--- config.mk ---
export PLATFORM = sky130hd
export DESIGN_NAME = meta_sweep_ctrl
export DESIGN_NICKNAME = d
export VERILOG_FILES = /design/src/rtl/meta_sweep_ctrl_pkg.sv /design/src/rtl/sat_err_counter.sv /design/src/rtl/meta_sweep_ctrl.sv
export SDC_FILE = /design/constraint.sdc
export NUM_CORES = 1
export LEC_CHECK = 0
export ABC_AREA = 0
export CAP_MARGIN = 20
export CELL_PAD_IN_SITES_DETAIL_PLACEMENT = 1
export CELL_PAD_IN_SITES_GLOBAL_PLACEMENT = 1
export CORE_MARGIN = 2
export CORE_UTILIZATION = 40
export DETAILED_ROUTE_END_ITERATION = 8
export MAX_ROUTING_LAYER = met4
export PLACE_DENSITY_LB_ADDON = 0.2
export SLEW_MARGIN = 25
export SYNTH_ARGS = -nofsm -noshare
export SYNTH_HDL_FRONTEND = slang
export SYNTH_SLANG_ARGS = --single-unit
--- constraint.sdc ---
create_clock -name clk -period 3.35 [get_ports clk]
set_input_delay 0.67 -clock clk [delete_from_list [all_inputs] [get_ports clk]]
set_output_delay 0.67 -clock clk [all_outputs]
set_load 0.005 [all_outputs]
--- src/rtl/meta_sweep_ctrl_pkg.sv ---
// Shared types and defaults for the meta_detector window sweep controller.
// Holds the FSM state encoding, parameter defaults and the saturation ceiling.
package meta_sweep_ctrl_pkg;

  localparam int unsigned SEL_W_DEF      = 4;
  localparam int unsigned CNT_W_DEF      = 16;
  localparam int unsigned SETTLE_CYC_DEF = 8;

  // All-ones ceiling; counters slice the low CNT_W bits as their saturation value.
  localparam logic [31:0] CNT_SAT_MAX = 32'hFFFF_FFFF;

  typedef enum logic [2:0] {
    ST_IDLE    = 3'd0,
    ST_SETTLE  = 3'd1,
    ST_MEASURE = 3'd2,
    ST_REPORT  = 3'd3,
    ST_FINISH  = 3'd4
  } sweep_state_t;

endpackage

--- src/rtl/sat_err_counter.sv ---
// Error-cycle counter with registered clear and enable; holds at all-ones
// instead of wrapping.
module sat_err_counter
  import meta_sweep_ctrl_pkg::*;
#(
  parameter int unsigned CNT_W = CNT_W_DEF
) (
  input  logic             clk,
  input  logic             rst_n,
  input  logic             i_clr,
  input  logic             i_en,
  output logic [CNT_W-1:0] o_count
);

  localparam logic [CNT_W-1:0] SAT_MAX = CNT_SAT_MAX[CNT_W-1:0];

  logic [CNT_W-1:0] r_count;

  always_ff @(posedge clk or negedge rst_n) begin
    if (!rst_n) begin
      r_count <= '0;
    end else if (i_clr) begin
      r_count <= '0;
    end else if (i_en && (r_count != SAT_MAX)) begin
      r_count <= r_count + CNT_W'(1);
    end
  end

  assign o_count = r_count;

endmodule

--- src/rtl/meta_sweep_ctrl.sv ---
// Steps meta_detector.win_sel across a programmed range, counts error cycles
// per setting, streams each count out and keeps the best setting seen.
//
// state      | meaning
// IDLE       | waiting for start
// SETTLE     | win_sel just changed, let delay line and synchronizers settle
// MEASURE    | count registered error cycles for max(meas_len,1) cycles
// REPORT     | result presented on res_*, wait for res_ready
// FINISH     | one-cycle done pulse, then back to IDLE
module meta_sweep_ctrl
  import meta_sweep_ctrl_pkg::*;
#(
  parameter int unsigned SEL_W      = SEL_W_DEF,
  parameter int unsigned CNT_W      = CNT_W_DEF,
  parameter int unsigned SETTLE_CYC = SETTLE_CYC_DEF
) (
  input  logic             clk,
  input  logic             rst_n,
  input  logic             start,
  input  logic [SEL_W-1:0] sel_lo,
  input  logic [SEL_W-1:0] sel_hi,
  input  logic [CNT_W-1:0] meas_len,
  input  logic             error,
  output logic [SEL_W-1:0] win_sel,
  output logic             busy,
  output logic             res_valid,
  input  logic             res_ready,
  output logic [SEL_W-1:0] res_sel,
  output logic [CNT_W-1:0] res_count,
  output logic             done,
  output logic [SEL_W-1:0] best_sel,
  output logic [CNT_W-1:0] best_count
);

  localparam int unsigned SET_W = $clog2(SETTLE_CYC);
  localparam int unsigned TMR_W = (CNT_W > SET_W) ? CNT_W : SET_W;
  localparam logic [TMR_W-1:0] SETTLE_LOAD = TMR_W'(SETTLE_CYC - 1);

  sweep_state_t     r_state;
  sweep_state_t     w_state_nxt;
  logic [SEL_W-1:0] r_win_sel;
  logic [SEL_W-1:0] r_sel_hi;
  logic [CNT_W-1:0] r_meas_len;
  logic [TMR_W-1:0] r_timer;
  logic [SEL_W-1:0] r_best_sel;
  logic [CNT_W-1:0] r_best_count;
  logic             r_err_q;

  logic             w_accept;
  logic             w_range_ok;
  logic             w_tmr_zero;
  logic             w_clr_cnt;
  logic             w_cnt_en;
  logic             w_hs;
  logic             w_last;
  logic             w_busy;
  logic             w_res_valid;
  logic             w_done;
  logic [CNT_W-1:0] w_meas_last;
  logic [CNT_W-1:0] w_count;

  assign w_range_ok  = (sel_lo <= sel_hi);
  assign w_tmr_zero  = (r_timer == '0);
  assign w_last      = (r_win_sel == r_sel_hi);
  // meas_len of zero still measures for one cycle.
  assign w_meas_last = (r_meas_len == '0) ? '0 : (r_meas_len - CNT_W'(1));

  always_ff @(posedge clk or negedge rst_n) begin
    if (!rst_n) begin
      r_state <= ST_IDLE;
    end else begin
      r_state <= w_state_nxt;
    end
  end

  always_comb begin
    w_state_nxt = r_state;
    w_accept    = 1'b0;
    w_clr_cnt   = 1'b0;
    w_cnt_en    = 1'b0;
    w_hs        = 1'b0;
    w_busy      = 1'b1;
    w_res_valid = 1'b0;
    w_done      = 1'b0;
    case (r_state)
      ST_IDLE: begin
        w_busy = 1'b0;
        if (start) begin
          w_accept    = 1'b1;
          w_state_nxt = w_range_ok ? ST_SETTLE : ST_FINISH;
        end
      end
      ST_SETTLE: begin
        if (w_tmr_zero) begin
          w_clr_cnt   = 1'b1;
          w_state_nxt = ST_MEASURE;
        end
      end
      ST_MEASURE: begin
        w_cnt_en = r_err_q;
        if (w_tmr_zero) begin
          w_state_nxt = ST_REPORT;
        end
      end
      ST_REPORT: begin
        w_res_valid = 1'b1;
        if (res_ready) begin
          w_hs        = 1'b1;
          w_state_nxt = w_last ? ST_FINISH : ST_SETTLE;
        end
      end
      ST_FINISH: begin
        w_done      = 1'b1;
        w_state_nxt = ST_IDLE;
      end
      default: begin
        w_busy      = 1'b0;
        w_state_nxt = ST_IDLE;
      end
    endcase
  end

  always_ff @(posedge clk or negedge rst_n) begin
    if (!rst_n) begin
      r_err_q      <= 1'b0;
      r_win_sel    <= '0;
      r_sel_hi     <= '0;
      r_meas_len   <= '0;
      r_timer      <= '0;
      r_best_sel   <= '0;
      r_best_count <= '0;
    end else begin
      r_err_q <= error;
      case (r_state)
        ST_IDLE: begin
          if (w_accept) begin
            r_sel_hi     <= sel_hi;
            r_meas_len   <= meas_len;
            r_best_sel   <= '0;
            r_best_count <= '0;
            r_timer      <= SETTLE_LOAD;
            if (w_range_ok) begin
              r_win_sel <= sel_lo;
            end
          end
        end
        ST_SETTLE: begin
          r_timer <= w_tmr_zero ? TMR_W'(w_meas_last) : (r_timer - TMR_W'(1));
        end
        ST_MEASURE: begin
          if (!w_tmr_zero) begin
            r_timer <= r_timer - TMR_W'(1);
          end
        end
        ST_REPORT: begin
          if (w_hs) begin
            // Strict compare keeps the lower setting on ties.
            if (w_count > r_best_count) begin
              r_best_sel   <= r_win_sel;
              r_best_count <= w_count;
            end
            // Checked before incrementing so the top setting never wraps.
            if (!w_last) begin
              r_win_sel <= r_win_sel + SEL_W'(1);
              r_timer   <= SETTLE_LOAD;
            end
          end
        end
        default: ;
      endcase
    end
  end

  sat_err_counter #(
    .CNT_W (CNT_W)
  ) u_err_cnt (
    .clk     (clk),
    .rst_n   (rst_n),
    .i_clr   (w_clr_cnt),
    .i_en    (w_cnt_en),
    .o_count (w_count)
  );

  assign win_sel    = r_win_sel;
  assign busy       = w_busy;
  assign res_valid  = w_res_valid;
  assign res_sel    = r_win_sel;
  assign res_count  = w_count;
  assign done       = w_done;
  assign best_sel   = r_best_sel;
  assign best_count = r_best_count;

endmodule
==> Yosys cells after proc, flatten, opt, wreduce, memory -nomap -nowiden <==
Cells that the tools add are included.
Widths: inputs -> output; s select.
{ "totals": {"inputBits": 29, "word_cells": 83, "regBits": 80, "out_inout_bits": 47} }
{ "classes": {"magnitude_cmp": 2, "n_eq_ne": 16, "muxes": 39, "reduce_logical": 13, "add_sub_neg": 4} }
{ "op_table": {"columns": ["operator", "n"], "rows": [
  ["$mux 16", 11],
  ["$pmux 16 s4", 1],
  ["$logic_not 16->1", 2],
  ["$pmux 16 s2", 1],
  ["$sub 16x1->16 const B", 2],
  ["$mux 4", 7],
  ["$ne 2x2->1 const B", 10],
  ["$mux 3", 6],
  ["$add 16x1->16 const B", 1],
  ["$gt 16x16->1", 1],
  ["$ne 16x16->1 const B", 1],
  ["$pmux 4 s2", 2],
  ["$pmux 3 s4", 1],
  ["$mux 1", 10],
  ["$reduce_and 5->1", 2],
  ["$reduce_and 4->1", 2],
  ["$eq 3x2->1 const B", 2],
  ["$add 4x1->4 const B", 1],
  ["$eq 4x4->1", 1],
  ["$le 4x4->1", 1],
  ["$reduce_bool 2->1", 2],
  ["$reduce_bool 4->1", 1],
  ["$reduce_or 4->1", 1],
  ["$eq 3x1->1 const B", 1],
  ["other kinds (4)", 4]
]} }

==> Logic depth before layout (Yosys ltp) <==
{ "logic_depth": {"depth_word": 5, "depth_mapped": 9} }

==> Modules after synthesis <==
From an unflattened synthesis, not the netlist that was laid out.
{ "hier_totals": {"hier_cells": 519, "area_unflattened_um2": 4979.8} }
{ "by_module_without_submodules": {"columns": ["module", "cells_each", "instances", "area_each_um2"], "rows": [
  ["meta_sweep_ctrl", 421, 1, 4037.6],
  ["sat_err_counter", 98, 1, 942.2]
]} }

==> Worst setup path before layout <==
Ideal clock, no wire load.
{ "synth_path": {"path_type": "reg-to-reg", "start": "register u_err_cnt.r_count[10], in the netlist u_err_cnt.o_count[10]", "end": "register r_best_count[0], in the netlist best_count[0]", "arrival_time_ns": 2.216, "setup_slack_ns": 1.006, "setup_ns": 0.128, "path_stages_with_launch": 9, "n_path_buf": 1, "cell_sequence": "dfrtp_1 -> ha_1 -> and4_1 -> or4b_1 -> nor3_1 -> o21ai_0 -> o21ai_2 -> buf_6 -> mux2_1"} }
{ "synth_between": {"elab_chain_len": 3} }
{ "synth_rtl": {"columns": ["item", "line_no", "text"], "rows": [
  ["start: declaration", "sat_err_counter.sv:17", "logic [CNT_W-1:0] r_count;"],
  ["start signal: assignment", "sat_err_counter.sv:25", "r_count <= r_count + CNT_W'(1);"],
  ["$gt 16x16->1", "meta_sweep_ctrl.sv:158", "if (w_count > r_best_count) begin"],
  ["$ne 2x2->1 (no line)", null, null],
  ["$reduce_and 4->1 (no line)", null, null],
  ["end signal: assignment", "meta_sweep_ctrl.sv:160", "r_best_count <= w_count;"],
  ["end: declaration", "meta_sweep_ctrl.sv:46", "logic [CNT_W-1:0] r_best_count;"]
]} }
Every way passes these cells.
A chain may end at the register's enable or synchronous reset.

==> Final worst setup path <==
{ "layout_path": {"start": "register r_state[2]", "end": "output port res_valid"} }
{ "layout_between": {"elab_chain_len": 2} }
{ "layout_rtl": {"columns": ["item", "line_no", "text"], "rows": [
  ["start: declaration", "meta_sweep_ctrl.sv:39", "sweep_state_t r_state;"],
  ["start signal: assignment", "meta_sweep_ctrl.sv:72", "r_state <= w_state_nxt;"],
  ["$eq 3x2->1", "meta_sweep_ctrl.sv:85", "case (r_state)"],
  ["$mux 1", "meta_sweep_ctrl.sv:85", null],
  ["end: declaration", "meta_sweep_ctrl.sv:26", "output logic res_valid,"]
]} }
Every way passes these cells.

==> summary.txt <==
Place
  • Placer Congestion: 0.890
  • HPWL Detailed: 10.6 mm
  • Placed Instances: 812
  • Port bufs: 75

Clock network
  • H-tree depth: 3
  • Clk buf depth: 2
  • TritonCTS Buffers: 9
  • CTS-repair resized insts: 0
  • Worst-Skew Late Latency: 0.35 ns
  • Setup bufs post-CTS: 0
  • Clk slew on worst S/H paths: 0.06 ns
  • Clk root buf: clkbuf_16
  • TritonCTS Sinks: 80
  • TritonCTS clock tree: yes
  • Hold-fix buffers, CTS: 0

Worst setup path
  • Crit path arrival time: 2.26 ns
  • CP Buf/Inv Count: 2
  • Worst path cell trace: nor2b_1 -> nand2_2 -> inv_1 -> clkdlybuf4s50_1
  • Worst EP required: 2.68 ns
  • Crit start category: register
  • Slowest CP cell: clkdlybuf4s50_1
  • Worst Setup Path Type: register to output port
  • Setup crit end kind: output port
  • Largest delay share family, worst path: buffers and inverters
  • Critical path peak fanout: 13
  • CP peak stage delay: 0.58 ns

Drt
  • Remaining DRCs: 0
  • Post-DR wirelength/cell: 16.7 um
  • Avg Vias per Cell: 5.39
  • Post-DRT Antenna Nets: 0
  • Drt total wl: 13.8 mm
  • Drt first pass iters: 4
  • Initial drt markers: 200
  • Via count: 4450

Layout
  • ANT cells: 0
  • Commonest cells after routing, fill and taps aside: nand2_1 (99), dfrtp_1 (80), clkdlybuf4s50_1 (74), inv_1 (41), a21oi_1 (36)
  • Final Net Count: 705
  • Layout cells sized above 1: 8.87%
  • Final Core Density: 50.0%
  • Layout area overhead: 23.1%
  • Post-route insts no fill: 826
  • Most common cell after layout, fill and taps aside: nand2_1

STA
  • Slew Viols, Final: 0
  • Final setup fails: 0
  • Worst-Margin Slew: 0.880 ns
  • Max Clock Skew: 0.00410 ns
  • Fin crit share: 87.6%
  • Fmax: 0.341 GHz
  • Minimum clock period: 2.93 ns
  • Hold Vio Cnt, Final: 0
  • Setup TNS: 0 ns
  • RSZ-0062 raised after global routing: false
  • Worst slew margin: 41.3%

Synthesis
  • Area of the mapped netlist: 5060 um^2
  • Ys async rst share: 100%
  • Yosys cell types: 73
  • Top post-synthesis cells by area: dfrtp_1 (40%), nand2_1 (7.3%), ha_1 (6.2%)
  • Share of the synthesized area in the top cell type: 39.5%
  • Synth Instances: 574
  • Post-synthesis sequential area ratio: 39.5%
  • Synth area leader: dfrtp_1
  • Post-synthesis register bit count: 80
  • EDFF count, synth: 0
  • Synth Flop Type: dfrtp_1
  • Post-synthesis net count: 628
  • Average size of a mapped cell: 8.82 um^2
  • Syn. warnings: 0

Global route
  • First-pass GRT wire length: 22.6 mm
  • Gr usage total: 22.2%
  • Initial antenna violation count: 0
  • Total grt overflow: 0
  • Largest net degree at the start of global routing: 46
  • Vias in the first global route: 4656

Job
  • Max Cap Violations: 0

Floorplan
  • Initial Utilization: 40.6%
  • Die area: 13600 um^2
  • IO Pins: 76
  • Chip Height: 117 um
  • Core box area: 12500 um^2
  • Site Rows: 41
  • Die width: 117 um

Worst hold path
  • Worst hold path class: primary input to async pin

Run status
  • Status: completed

Power and ir drop
  • Pwr dens: 602 nW/um^2
  • Pleak: 2.69 nW
  • IR drop worst, VDD: 310 uV
==> cells by family (layout without fill, tap and decap cells) <==
logic type	Yosys count	in the layout	share of synthesized area (%)
xor gates and xnor gates	24	24	4.15
DFF	80	80	39.5
AOI/OAI and AO/OA	120	120	14.6
adders and majority gates	25	25	6.18
buffers and inverters	62	142	5.81
and+or+nand+nor	238	238	24.8
muxes	25	25	5.01
==> cell type report <==
class	count	area, um^2
clock buffers	13	250
clock inverters	1	5.00
fillers	1477	6230
inverters	41	154
multi-input cells	432	2770
flip-flops and latches	80	2000
well taps	172	215
repair buffers	87	838
==> synthesized netlist by cell type, types with 3 or more instances <==
cell type / count
and4_1: 3
nand2b_1: 3
nor2_1: 35
xor2_1: 11
or3_1: 6
nand2_1: 99
buf_4: 7
clkbuf_1: 6
a21oi_1: 36
a31oi_1: 4
ha_1: 25
nand3_1: 18
dfrtp_1: 80
nor2_2: 3
buf_6: 4
inv_1: 41
mux2i_1: 22
nor3_1: 18
and2_1: 4
nand4_1: 9
o21ai_0: 29
xnor2_1: 13
o21ai_1: 17
buf_2: 4
nor4_1: 6
nor3b_1: 5
a32oi_1: 6
==> final timing paths <==
| kind | from | to | slack, ns | cells after the start |
|---|---|---|---|---|
| worst max-delay path | r_state[2] | res_valid | 0.42 | 4 |
| worst min-delay path | rst_n | best_count[2] | 0.33 | 1 |
| worst max register to register | u_err_cnt.o_count[10] | best_count[11] | 0.54 | 8 |
| worst min register to register | r_sel_hi[2] | r_sel_hi[2] | 0.51 | 2 |
| max in group asynchronous | rst_n | r_meas_len[2] | 2.31 | 2 |
| min in group clk | r_sel_hi[2] | r_sel_hi[2] | 0.51 | 2 |
==> power breakdown <==
part | switching (mW) | total [mW] | internal (mW)
Clock | 0.373 | 0.886 | 0.513
Combinational | 0.787 | 1.42 | 0.629
Sequential | 0.301 | 1.45 | 1.15
Total | 1.46 | 3.76 | 2.29
==> registers in the layout, summed over array words and instances (netlist names) <==
| register | cells |
|---|---|
| best_count | 16 |
| r_meas_len | 16 |
| r_timer | 16 |
| u_err_cnt.o_count | 16 |
| best_sel | 4 |
| r_sel_hi | 4 |
| res_sel | 4 |
| r_state | 3 |
| r_err_q | 1 |
==> routing by layer <==
metal / track usage, % / part of all wire (%)
met3: 3.48 / 3.3
met1: 25.2 / 44
met5: - / 0
met2: 39.0 / 51
met4: 9.44 / 2.0
==> per-stage QoR <==
step / hold WS (ns) / total power, mW / worst slack [ns] / area [um^2]
after CTS: 0.353 / 3.81 / 0.425 / 6230
after floorplan: 0.374 / 2.41 / 1.01 / 5060
after global placement: 0.485 / 2.82 / 0.604 / 5980
after global routing: 0.376 / 4.02 / 0.301 / 6230
final: 0.333 / 3.76 / 0.416 / 6230
after detailed placement: 0.508 / 2.89 / 0.512 / 5980
Power figures use the tool's default switching activity.
